### src/rtl/pipeline_stall_controller.sv
// Pipeline stall/flush/freeze controller with memory-wait timeout and
// saturating performance counters. Control outputs are combinational from
// state and current inputs so the datapath sees them in the same cycle.
module pipeline_stall_controller #(
  parameter int unsigned CNT_W       = 16,
  parameter int unsigned MEM_TIMEOUT = 15
) (
  input  logic             clk,
  input  logic             rst_n,
  input  logic             hz_stall,
  input  logic             branch_taken,
  input  logic             mem_req,
  input  logic             mem_ready,
  input  logic             clr_counters,
  output logic             pc_write,
  output logic             ifid_write,
  output logic             ifid_flush,
  output logic             idex_bubble,
  output logic             idex_write,
  output logic             exmem_write,
  output logic             memwb_bubble,
  output logic [CNT_W-1:0] stall_count,
  output logic [CNT_W-1:0] flush_count,
  output logic [CNT_W-1:0] freeze_count,
  output logic             mem_fault
);

  localparam int unsigned WAIT_W = (MEM_TIMEOUT < 1) ? 1 : $clog2(MEM_TIMEOUT + 1);
  localparam logic [WAIT_W-1:0] WAIT_LIMIT = WAIT_W'(MEM_TIMEOUT);
  localparam logic [CNT_W-1:0]  CNT_MAX    = '1;

  typedef enum logic [1:0] {
    RUN      = 2'd0,
    MEM_WAIT = 2'd1,
    FAULT    = 2'd2
  } state_t;

  state_t            state, state_nxt;
  logic [WAIT_W-1:0] wait_cnt, wait_nxt;
  logic              freeze_c;
  logic              inc_stall, inc_flush, inc_freeze;

  // Memory not ready for an outstanding access; mem_ready alone is ignored
  assign freeze_c  = mem_req && !mem_ready;
  assign mem_fault = (state == FAULT);

  // State register and memory wait counter
  always_ff @(posedge clk or negedge rst_n) begin
    if (!rst_n) begin
      state    <= RUN;
      wait_cnt <= '0;
    end else begin
      state    <= state_nxt;
      wait_cnt <= wait_nxt;
    end
  end

  // Next state, priority-resolved pipeline controls and counter increments
  always_comb begin
    state_nxt    = state;
    wait_nxt     = wait_cnt;
    pc_write     = 1'b1;
    ifid_write   = 1'b1;
    ifid_flush   = 1'b0;
    idex_bubble  = 1'b0;
    idex_write   = 1'b1;
    exmem_write  = 1'b1;
    memwb_bubble = 1'b0;
    inc_stall    = 1'b0;
    inc_flush    = 1'b0;
    inc_freeze   = 1'b0;

    case (state)
      RUN: begin
        if (freeze_c) begin
          state_nxt = MEM_WAIT;
          wait_nxt  = WAIT_W'(1);
        end
      end
      MEM_WAIT: begin
        if (freeze_c) begin
          if (wait_cnt == WAIT_LIMIT) begin
            state_nxt = FAULT;
            wait_nxt  = '0;
          end else begin
            wait_nxt = wait_cnt + WAIT_W'(1);
          end
        end else begin
          state_nxt = RUN;
          wait_nxt  = '0;
        end
      end
      FAULT: begin
        state_nxt = FAULT;
      end
      default: begin
        state_nxt = RUN;
        wait_nxt  = '0;
      end
    endcase

    if (state == FAULT) begin
      pc_write     = 1'b0;
      ifid_write   = 1'b0;
      idex_write   = 1'b0;
      exmem_write  = 1'b0;
      memwb_bubble = 1'b1;
    end else if (freeze_c) begin
      pc_write     = 1'b0;
      ifid_write   = 1'b0;
      idex_write   = 1'b0;
      exmem_write  = 1'b0;
      memwb_bubble = 1'b1;
      inc_freeze   = 1'b1;
    end else if (branch_taken) begin
      ifid_flush  = 1'b1;
      idex_bubble = 1'b1;
      inc_flush   = 1'b1;
    end else if (hz_stall) begin
      pc_write    = 1'b0;
      ifid_write  = 1'b0;
      idex_bubble = 1'b1;
      inc_stall   = 1'b1;
    end

    // Reset forces idle controls immediately, without waiting for a clock
    if (!rst_n) begin
      pc_write     = 1'b1;
      ifid_write   = 1'b1;
      ifid_flush   = 1'b0;
      idex_bubble  = 1'b0;
      idex_write   = 1'b1;
      exmem_write  = 1'b1;
      memwb_bubble = 1'b0;
    end
  end

  // Saturating performance counters; clear wins over increment
  always_ff @(posedge clk or negedge rst_n) begin
    if (!rst_n) begin
      stall_count  <= '0;
      flush_count  <= '0;
      freeze_count <= '0;
    end else if (clr_counters) begin
      stall_count  <= '0;
      flush_count  <= '0;
      freeze_count <= '0;
    end else begin
      if (inc_stall && (stall_count != CNT_MAX))
        stall_count <= stall_count + CNT_W'(1);
      if (inc_flush && (flush_count != CNT_MAX))
        flush_count <= flush_count + CNT_W'(1);
      if (inc_freeze && (freeze_count != CNT_MAX))
        freeze_count <= freeze_count + CNT_W'(1);
    end
  end

endmodule

### config.mk
export PLATFORM = sky130hd
export DESIGN_NAME = pipeline_stall_controller
export DESIGN_NICKNAME = d
export VERILOG_FILES = /design/src/rtl/pipeline_stall_controller.sv
export SDC_FILE = /design/constraint.sdc
export NUM_CORES = 1
export LEC_CHECK = 0
export BUFFER_PORTS_ARGS = -buffer_cell sky130_fd_sc_hd__clkbuf_2
export CAP_MARGIN = 10
export CORE_MARGIN = 4
export CORE_UTILIZATION = 59
export DETAILED_ROUTE_END_ITERATION = 10
export GPL_TIMING_DRIVEN = 0
export HOLD_SLACK_MARGIN = 0.06
export PLACE_DENSITY = 0.85
export SLEW_MARGIN = 20
export SYNTH_ARGS = -nofsm -noshare
export SYNTH_HDL_FRONTEND = slang
export SYNTH_SLANG_ARGS = --single-unit
### constraint.sdc
create_clock -name clk -period 5.64 [get_ports clk]
set_input_delay 1.128 -clock clk [delete_from_list [all_inputs] [get_ports clk]]
set_output_delay 1.128 -clock clk [all_outputs]
set_load 0.005 [all_outputs]
==> impl_metrics.csv, run 1 <==
group,metric,value,unit
sta,setup_tns,0,ns
global_routing,overflow,0,
clocking,cts_tree,"built",
global_routing,antenna_found_initial,0,
drt,drc,0,
hold_path,hold_class,"reg -> reg",
floorplanning,ios,63,
floorplanning,die_w,79.52,um
yosys,synth_nets,328,
global_routing,grt_first_pass_wirelength,10.74,mm
run_status,status,"finished, final reports clean",
sta,finalMaxSlewViolations,0,
run,maxCapViolCount,0,
yosys,ys.flop_type,"dfrtp_1",
floorplanning,start_util,62.25,%
clocking,clockBufferDepth,2,
sta,hold_violations,0,
critical_path,crit_family,"buffers and inverters",
critical_path,cp-end-kind,"output pin",
placed_design,place_hpwl,4.659,mm
critical_path,path_buf_inv,3,
critical_path,reg2reg_depth,6,
final_layout,area_delta_synth_final,16.17,%
sta,finalSetupViolations,0,
clocking,numCtsBuffers,5,
global_routing,use_met1,26.88,%
final_layout,drive_gt1_share,25.06,%
clocking,clkTransAtPathRegs,0.10,ns
floorplanning,fp-row-count,25,
hold_path,min_to,"stall_count[8]$_DFFE_PN0P_",
yosys,syn_area,0.003018,sq mm
yosys,synthTopCellsByArea,"dfrtp_1 (45%), xnor2_1 (8.1%), nor2_1 (6.5%)",
critical_path,cp_data_required_time,4.51,ns
drt,ant_nets,0,
critical_path,crit_type,"in -> out",
final_layout,insertedDiodeCount,0,
sta,setup_ws,2.210,ns
power_and_ir_drop,p_leak,1.564,nW
yosys,yosysSeqAreaShare,44.78,%
clocking,clkLatencyLatePin,0.31,ns
critical_path,timing.rr.end,"flush_count[2]$_DFFE_PN0P_",
drt,drt_iter0_drc,118,
power_and_ir_drop,p_per_area,182.2,mW/mm^2
clocking,cts_root_buffer,"clkbuf_8",
yosys,yosys.area.top_type,"dfrtp_1",
final_layout,nets,397,
hold_path,min_path_cells,2,
sta,grt_setup_unrepaired,"no",
sta,fmax,291.5,MHz
yosys,yosys_warnings,0,
placed_design,place_ws,2.141,ns
clocking,cts_resized,0,
critical_path,rrSetupSlack,3.44,ns
global_routing,grt_use_met2,36.73,%
power_and_ir_drop,vdd_ir_drop_max,0.1542,mV
global_routing,met3_usage,4.740,%
placed_design,routabilityCongestion,0.8749,
drt,wl,6.381,mm
drt,viasPerCell,5.597,
hold_path,min-delay-start,"stall_count[8]$_DFFE_PN0P_",
yosys,syn_inst,317,
critical_path,arrival,2.30,ns
yosys,synth_top_area_share,44.78,%
final_layout,num-fill-cells,362,
global_routing,grt_pass1_vias,2352,
critical_path,path_cells,"clkbuf_4 > o21ai_0 > buf_4 > clkbuf_2",
yosys,synth_edf_count,0,
sta,tightest_slew,0.7949,ns
yosys,ys_async_sr_fraction,100.0,%
yosys,post_synth.cell_area_avg,9.520,sq um
critical_path,r2r-start,"flush_count[0]$_DFFE_PN0P_",
critical_path,critPathSlowestCell,"clkbuf_4",
drt,dr_total_vias,2541,
sta,fin_skew,0.009313,ns
global_routing,grt_usage,21.40,%
sta,min_period,3.430,ns
critical_path,path_max_fanout,58,
clocking,postCtsSetupBuffers,0,
drt,firstDrtPassIters,4,
clocking,holdBufCountCts,0,
yosys,ys_types,49,
floorplanning,die_area,0.006323,sq mm
yosys,ys_seq_elements,54,
drt,wl_per_cell,14.06,um
sta,maxSlewHeadroom,46.56,%
global_routing,grt_most_used_layer,"met2",
floorplanning,fp.dieH,79.52,um
placed_design,port_buffers,62,
global_routing,grt_max_degree,59,
floorplanning,fp.coreArea,0.004848,sq mm
clocking,cts_max_level,2,
critical_path,max_stage_delay,0.60,ns
sta,fin_crit_sh,60.82,%
clocking,cts_sinks,54,
critical_path,start_kind,"primary input",
[cells in the final DEF, fill, tap and decap left out, types with 3 or more instances in the layout]
master     n
nor2_1    52
buf_4      4
clkbuf_2  62
dfrtp_1   54
a211oi_1   4
clkbuf_1   6
ha_1       4
and4_1     6
nand3_1   24
or3_1      3
xnor2_1   28
and2_1     3
and3_1     7
buf_2      5
nor4_1     8
xor2_1    10
a211oi_2   3
o21ai_0   10
nand2b_1   3
nand4_1   12
nor3_1     5
nor2b_1    6
clkbuf_8   6
nand2_1   15
a21oi_1    8
inv_1      7
[worst min-delay path: stages, from the launching register on]
cell and delay [ns]:
dfrtp_1 0.39, xor2_1 0.07, nor2_1 0.07
[worst max-delay path by stage]
| stage | startpoint | to | slack [ns] | cells after the start |
|---|---|---|---|---|
| 2_1_floorplan | mem_ready | pc_write | 2.63 | 5 |
| 3_3_place_gp | rst_n | pc_write | 1.66 | 4 |
| 3_5_place_dp | rst_n | pc_write | 2.14 | 4 |
| 4_1_cts | rst_n | pc_write | 2.14 | 4 |
| 5_1_grt | rst_n | pc_write | 2.03 | 4 |
| 6_report | rst_n | pc_write | 2.21 | 4 |
[power breakdown]
| part | leakage (nW) | total, W | switching (W) | internal, W |
|---|---|---|---|---|
| clock | 0.0482 | 0.000224 | 0.000124 | 0.0000994 |
| combinational | 0.770 | 0.0000264 | 0.0000194 | 0.00000699 |
| sequential | 0.745 | 0.000389 | 0.00000104 | 0.000388 |
[layout make-up]
class / instances / area [sq um] / share of cell area [%]
Timing Repair Buffer: 62 / 312.8 / 8.922
Sequential cell: 54 / 1351 / 38.54
Buffer: 16 / 90.09 / 2.570
Clock buffer: 7 / 86.33 / 2.463
Inverter: 8 / 32.53 / 0.9279
Tap cell: 67 / 83.83 / 2.391
Clock inverter: 1 / 5.005 / 0.1428
Multi-Input combinational cell: 239 / 1544 / 44.04
[metal layers]
layer | share of wire (%) | vias to the layer above
met5 | 0 | -
met4 | 0.75 | 0
met3 | 5.8 | 4
met2 | 48 | 71
met1 | 46 | 1216
li1 | - | 1250
[metrics by stage]
stage | power [W] | area, sq um | hold slack, ns | std cells | util (%)
final | 0.0006387 | 3506 | 0.5684 | 454 | 72.31
after CTS | 0.0006476 | 3506 | 0.5700 | 454 | 72.31
after global routing | 0.0006657 | 3506 | 0.5999 | 454 | 72.31
after global placement | 0.0004229 | 3412 | 0.5397 | 446 | 70.37
after detailed placement | 0.0004236 | 3415 | 0.5512 | 446 | 70.43
after floorplan | 0.0004070 | 3018 | 0.5216 | 317 | -
[synth_stat cells, types with 3 or more instances]
cell	n
and2_1	3
nor2_1	52
o21ai_0	10
nor2b_1	6
and4_1	6
clkbuf_1	5
nand3_1	24
xnor2_1	28
nor4_1	8
ha_1	4
and3_1	7
a21oi_1	8
buf_2	5
or3_1	3
nand2b_1	3
nand2_1	15
a211oi_1	4
inv_1	7
dfrtp_1	54
nand4_1	12
a211oi_2	3
buf_4	4
xor2_1	10
nor3_1	5
[sequential cells by signal, indices dropped and copies added, names as in the netlist]
register and cells:
stall_count 16, flush_count 16, state 2, wait_cnt 4, freeze_count 16
[cell families after synthesis]
| group | after synthesis | synth area share (%) |
|---|---|---|
| DFF | 54 | 44.78 |
| muxes | 4 | 1.410 |
| xor gates and xnor gates | 38 | 11.03 |
| AOI/OAI and AO/OA | 32 | 7.463 |
| buffers and inverters | 24 | 4.063 |
| and+or+nand+nor | 161 | 29.60 |
| adders and majority gates | 4 | 1.658 |
Power figures use the tool's default switching activity.
==> run 2, diff against run 1 <==
ABC_AREA = 1   (was not set)
CORE_UTILIZATION = 56   (was 59)
PLACE_DENSITY = 0.8   (was 0.85)
clock period = 3.4 ns   (was 5.64 ns; I/O delays follow)
==> run 2 against run 1 <==
Core utilization fell by 4.8 points. Setup slack got worse by 1.2 ns. Clock skew fell by 0.0013 ns. Power rose by 110%. Combinational power rose to 7.7 times the previous value. Non-clock buffer count fell by 2. First-iteration DRC count rose by 91%. Routed wire length rose by 39%. Worst hold slack got worse by 0.34 ns. Global-route usage rose by 3.3 points. Sequential power rose by 77%. Critical path depth rose by 3. Critical path type unchanged.
==> impl_metrics.csv, run 2 <==
group,metric,value,unit
sta,tightest_slew,0.5847,ns
run_status,status,"finished, final reports clean",
sta,setup_ws,0.9780,ns
final_layout,final_util,67.48,%
critical_path,crit_type,"in -> out",
sta,maxSlewHeadroom,61.02,%
sta,fin_skew,0.008061,ns
yosys,synth_edf_count,0,
yosys,ys_seq_elements,54,
yosys,synthTopCellsByArea,"dfrtp_1 (39%), nand2_1 (20%), nand4_1 (7.9%)",
clocking,postCtsSetupBuffers,0,
clocking,cts_root_buffer,"clkbuf_8",
clocking,cts_max_level,2,
drt,drc,0,
floorplanning,ios,63,
floorplanning,start_util,58.28,%
critical_path,cp_data_required_time,2.72,ns
floorplanning,die_area,0.007521,sq mm
global_routing,grt_usage,24.71,%
yosys,yosys_warnings,0,
power_and_ir_drop,p_leak,2.050,nW
yosys,ys_async_sr_fraction,100.0,%
floorplanning,fp.coreArea,0.005956,sq mm
sta,setup_tns,0,ns
sta,fmax,412.9,MHz
floorplanning,fp-row-count,28,
yosys,ys.flop_type,"dfrtp_1",
yosys,syn_inst,490,
final_layout,final_cell_mix,"nand2_1 (186), clkbuf_2 (61), dfrtp_1 (54)",
final_layout,final_common_cell,"nand2_1",
drt,wl_per_cell,13.91,um
critical_path,cp-end-kind,"output pin",
final_layout,drive_gt1_share,19.79,%
critical_path,start_kind,"primary input",
drt,viasPerCell,5.632,
yosys,synth_top_area_share,38.93,%
clocking,clkLatencyLatePin,0.32,ns
yosys,synth_commonest_cells,"nand2_1 (186), dfrtp_1 (54), nor2_1 (51)",
critical_path,path_max_fanout,45,
final_layout,num-fill-cells,518,
sta,min_period,2.422,ns
drt,wl,8.845,mm
final_layout,nets,571,
placed_design,place_hpwl,6.588,mm
sta,hold_violations,0,
yosys,yosysMostFrequentCell,"nand2_1",
placed_design,routabilityCongestion,0.9077,
power_and_ir_drop,p_per_area,333.6,mW/mm^2
drt,ant_nets,0,
clocking,clockBufferDepth,2,
clocking,cts_resized,0,
yosys,synth_nets,501,
sta,grt_setup_unrepaired,"no",
sta,fin_crit_sh,71.23,%
critical_path,timing.rr.end,"flush_count[8]$_DFFE_PN0P_",
clocking,numCtsBuffers,5,
final_layout,reg.largest.list,"flush_count (16), freeze_count (16), stall_count (16)",
final_layout,insertedDiodeCount,0,
global_routing,grt_max_degree,46,
yosys,ys_types,24,
critical_path,arrival,1.74,ns
clocking,cts_tree,"built",
placed_design,port_buffers,62,
global_routing,grt_pass1_vias,3405,
yosys,yosys.area.top_type,"dfrtp_1",
drt,dr_total_vias,3582,
placed_design,place_ws,0.9434,ns
global_routing,overflow,0,
global_routing,grt_first_pass_wirelength,15.07,mm
critical_path,reg2reg_depth,9,
sta,finalSetupViolations,0,
drt,firstDrtPassIters,5,
floorplanning,die_w,86.73,um
drt,drt_iter0_drc,225,
run,maxCapViolCount,0,
yosys,yosysSeqAreaShare,38.93,%
final_layout,final_cells,636,
yosys,syn_area,0.003471,sq mm
global_routing,antenna_found_initial,0,
power_and_ir_drop,vdd_ir_drop_max,0.1954,mV
critical_path,r2r-start,"flush_count[0]$_DFFE_PN0P_",
critical_path,rrSetupSlack,1.52,ns
floorplanning,fp.dieH,86.73,um
yosys,post_synth.cell_area_avg,7.083,sq um
clocking,holdBufCountCts,0,
sta,finalMaxSlewViolations,0,
final_layout,area_delta_synth_final,15.79,%
sta,whs,0.2281,ns
clocking,clkTransAtPathRegs,0.11,ns
clocking,cts_sinks,54,
hold_path,hold_class,"in -> async",
placed_design,post-place-cells,628,
-- run 2: cell count changes after synthesis, moves of 6 or more --
cell      before  now
a21oi_1        8    0
and3_1         7    0
and4_1         6    0
inv_1          7   37
nand2_1       15  186
nand2_2        0    7
nand3_1       24   35
nand4_1       12   44
nor2_4         0    9
nor2b_1        6    0
nor4_1         8    0
o21bai_1       0    7
xnor2_1       28    0
-- run 2: critical path, cell delays in order --
cell	delay [ns]
clkbuf_4	0.25
buf_16	0.27
inv_1	0.09
nor2_1	0.15
inv_1	0.07
buf_4	0.12
clkbuf_2	0.10
-- run 2: worst max path at each step --
stage	from	to	slack, ns	depth (start not counted)
2_1_floorplan	mem_ready	idex_write	1.43	7
3_3_place_gp	rst_n	pc_write	0.29	4
3_5_place_dp	rst_n	idex_write	0.94	7
4_1_cts	rst_n	idex_write	0.94	7
5_1_grt	rst_n	idex_write	0.86	7
6_report	rst_n	idex_write	0.98	7
-- run 2: final cells by class --
type | instances | area (sq um) | share of cell area [%]
multi-input cells | 383 | 1877 | 46.70
flip-flops and latches | 54 | 1351 | 33.62
repair buffers | 63 | 340.3 | 8.468
inverters | 40 | 150.1 | 3.736
well taps | 75 | 93.84 | 2.335
plain buffers | 13 | 92.59 | 2.304
clock buffers | 5 | 68.82 | 1.712
clock inverters | 3 | 45.04 | 1.121
-- run 2: layer usage --
layer,up-vias,routed length [um],track usage (%)
met3,14,677,4.753
met5,-,0,0
met2,148,4337,41.79
met4,0,124,8.782
met1,1695,3705,31.50
li1,1725,-,-
-- run 2: cells by family after synthesis --
| family | after synthesis | share of synthesized area [%] |
|---|---|---|
| compound gates | 20 | 3.425 |
| xor+xnor | 13 | 3.280 |
| fa+ha+maj | 4 | 1.442 |
| buf+inv | 53 | 6.993 |
| flops | 54 | 38.93 |
| simple gates | 346 | 45.93 |
-- run 2: stage by stage --
| step | area (sq um) | power (W) |
|---|---|---|
| 2_1_floorplan | 3471 | 0.0008160 |
| 3_3_place_gp | 3875 | 0.0008893 |
| 3_5_place_dp | 3905 | 0.0009040 |
| 4_1_cts | 4019 | 0.001352 |
| 5_1_grt | 4019 | 0.001406 |
| 6_report | 4019 | 0.001341 |
-- run 2: power by group --
group	total, W	internal, W	switching (W)
clock	0.000452	0.000219	0.000232
sequential	0.000687	0.000662	0.0000242
combinational	0.000202	0.0000702	0.000132
total	0.00134	0.000952	0.000389
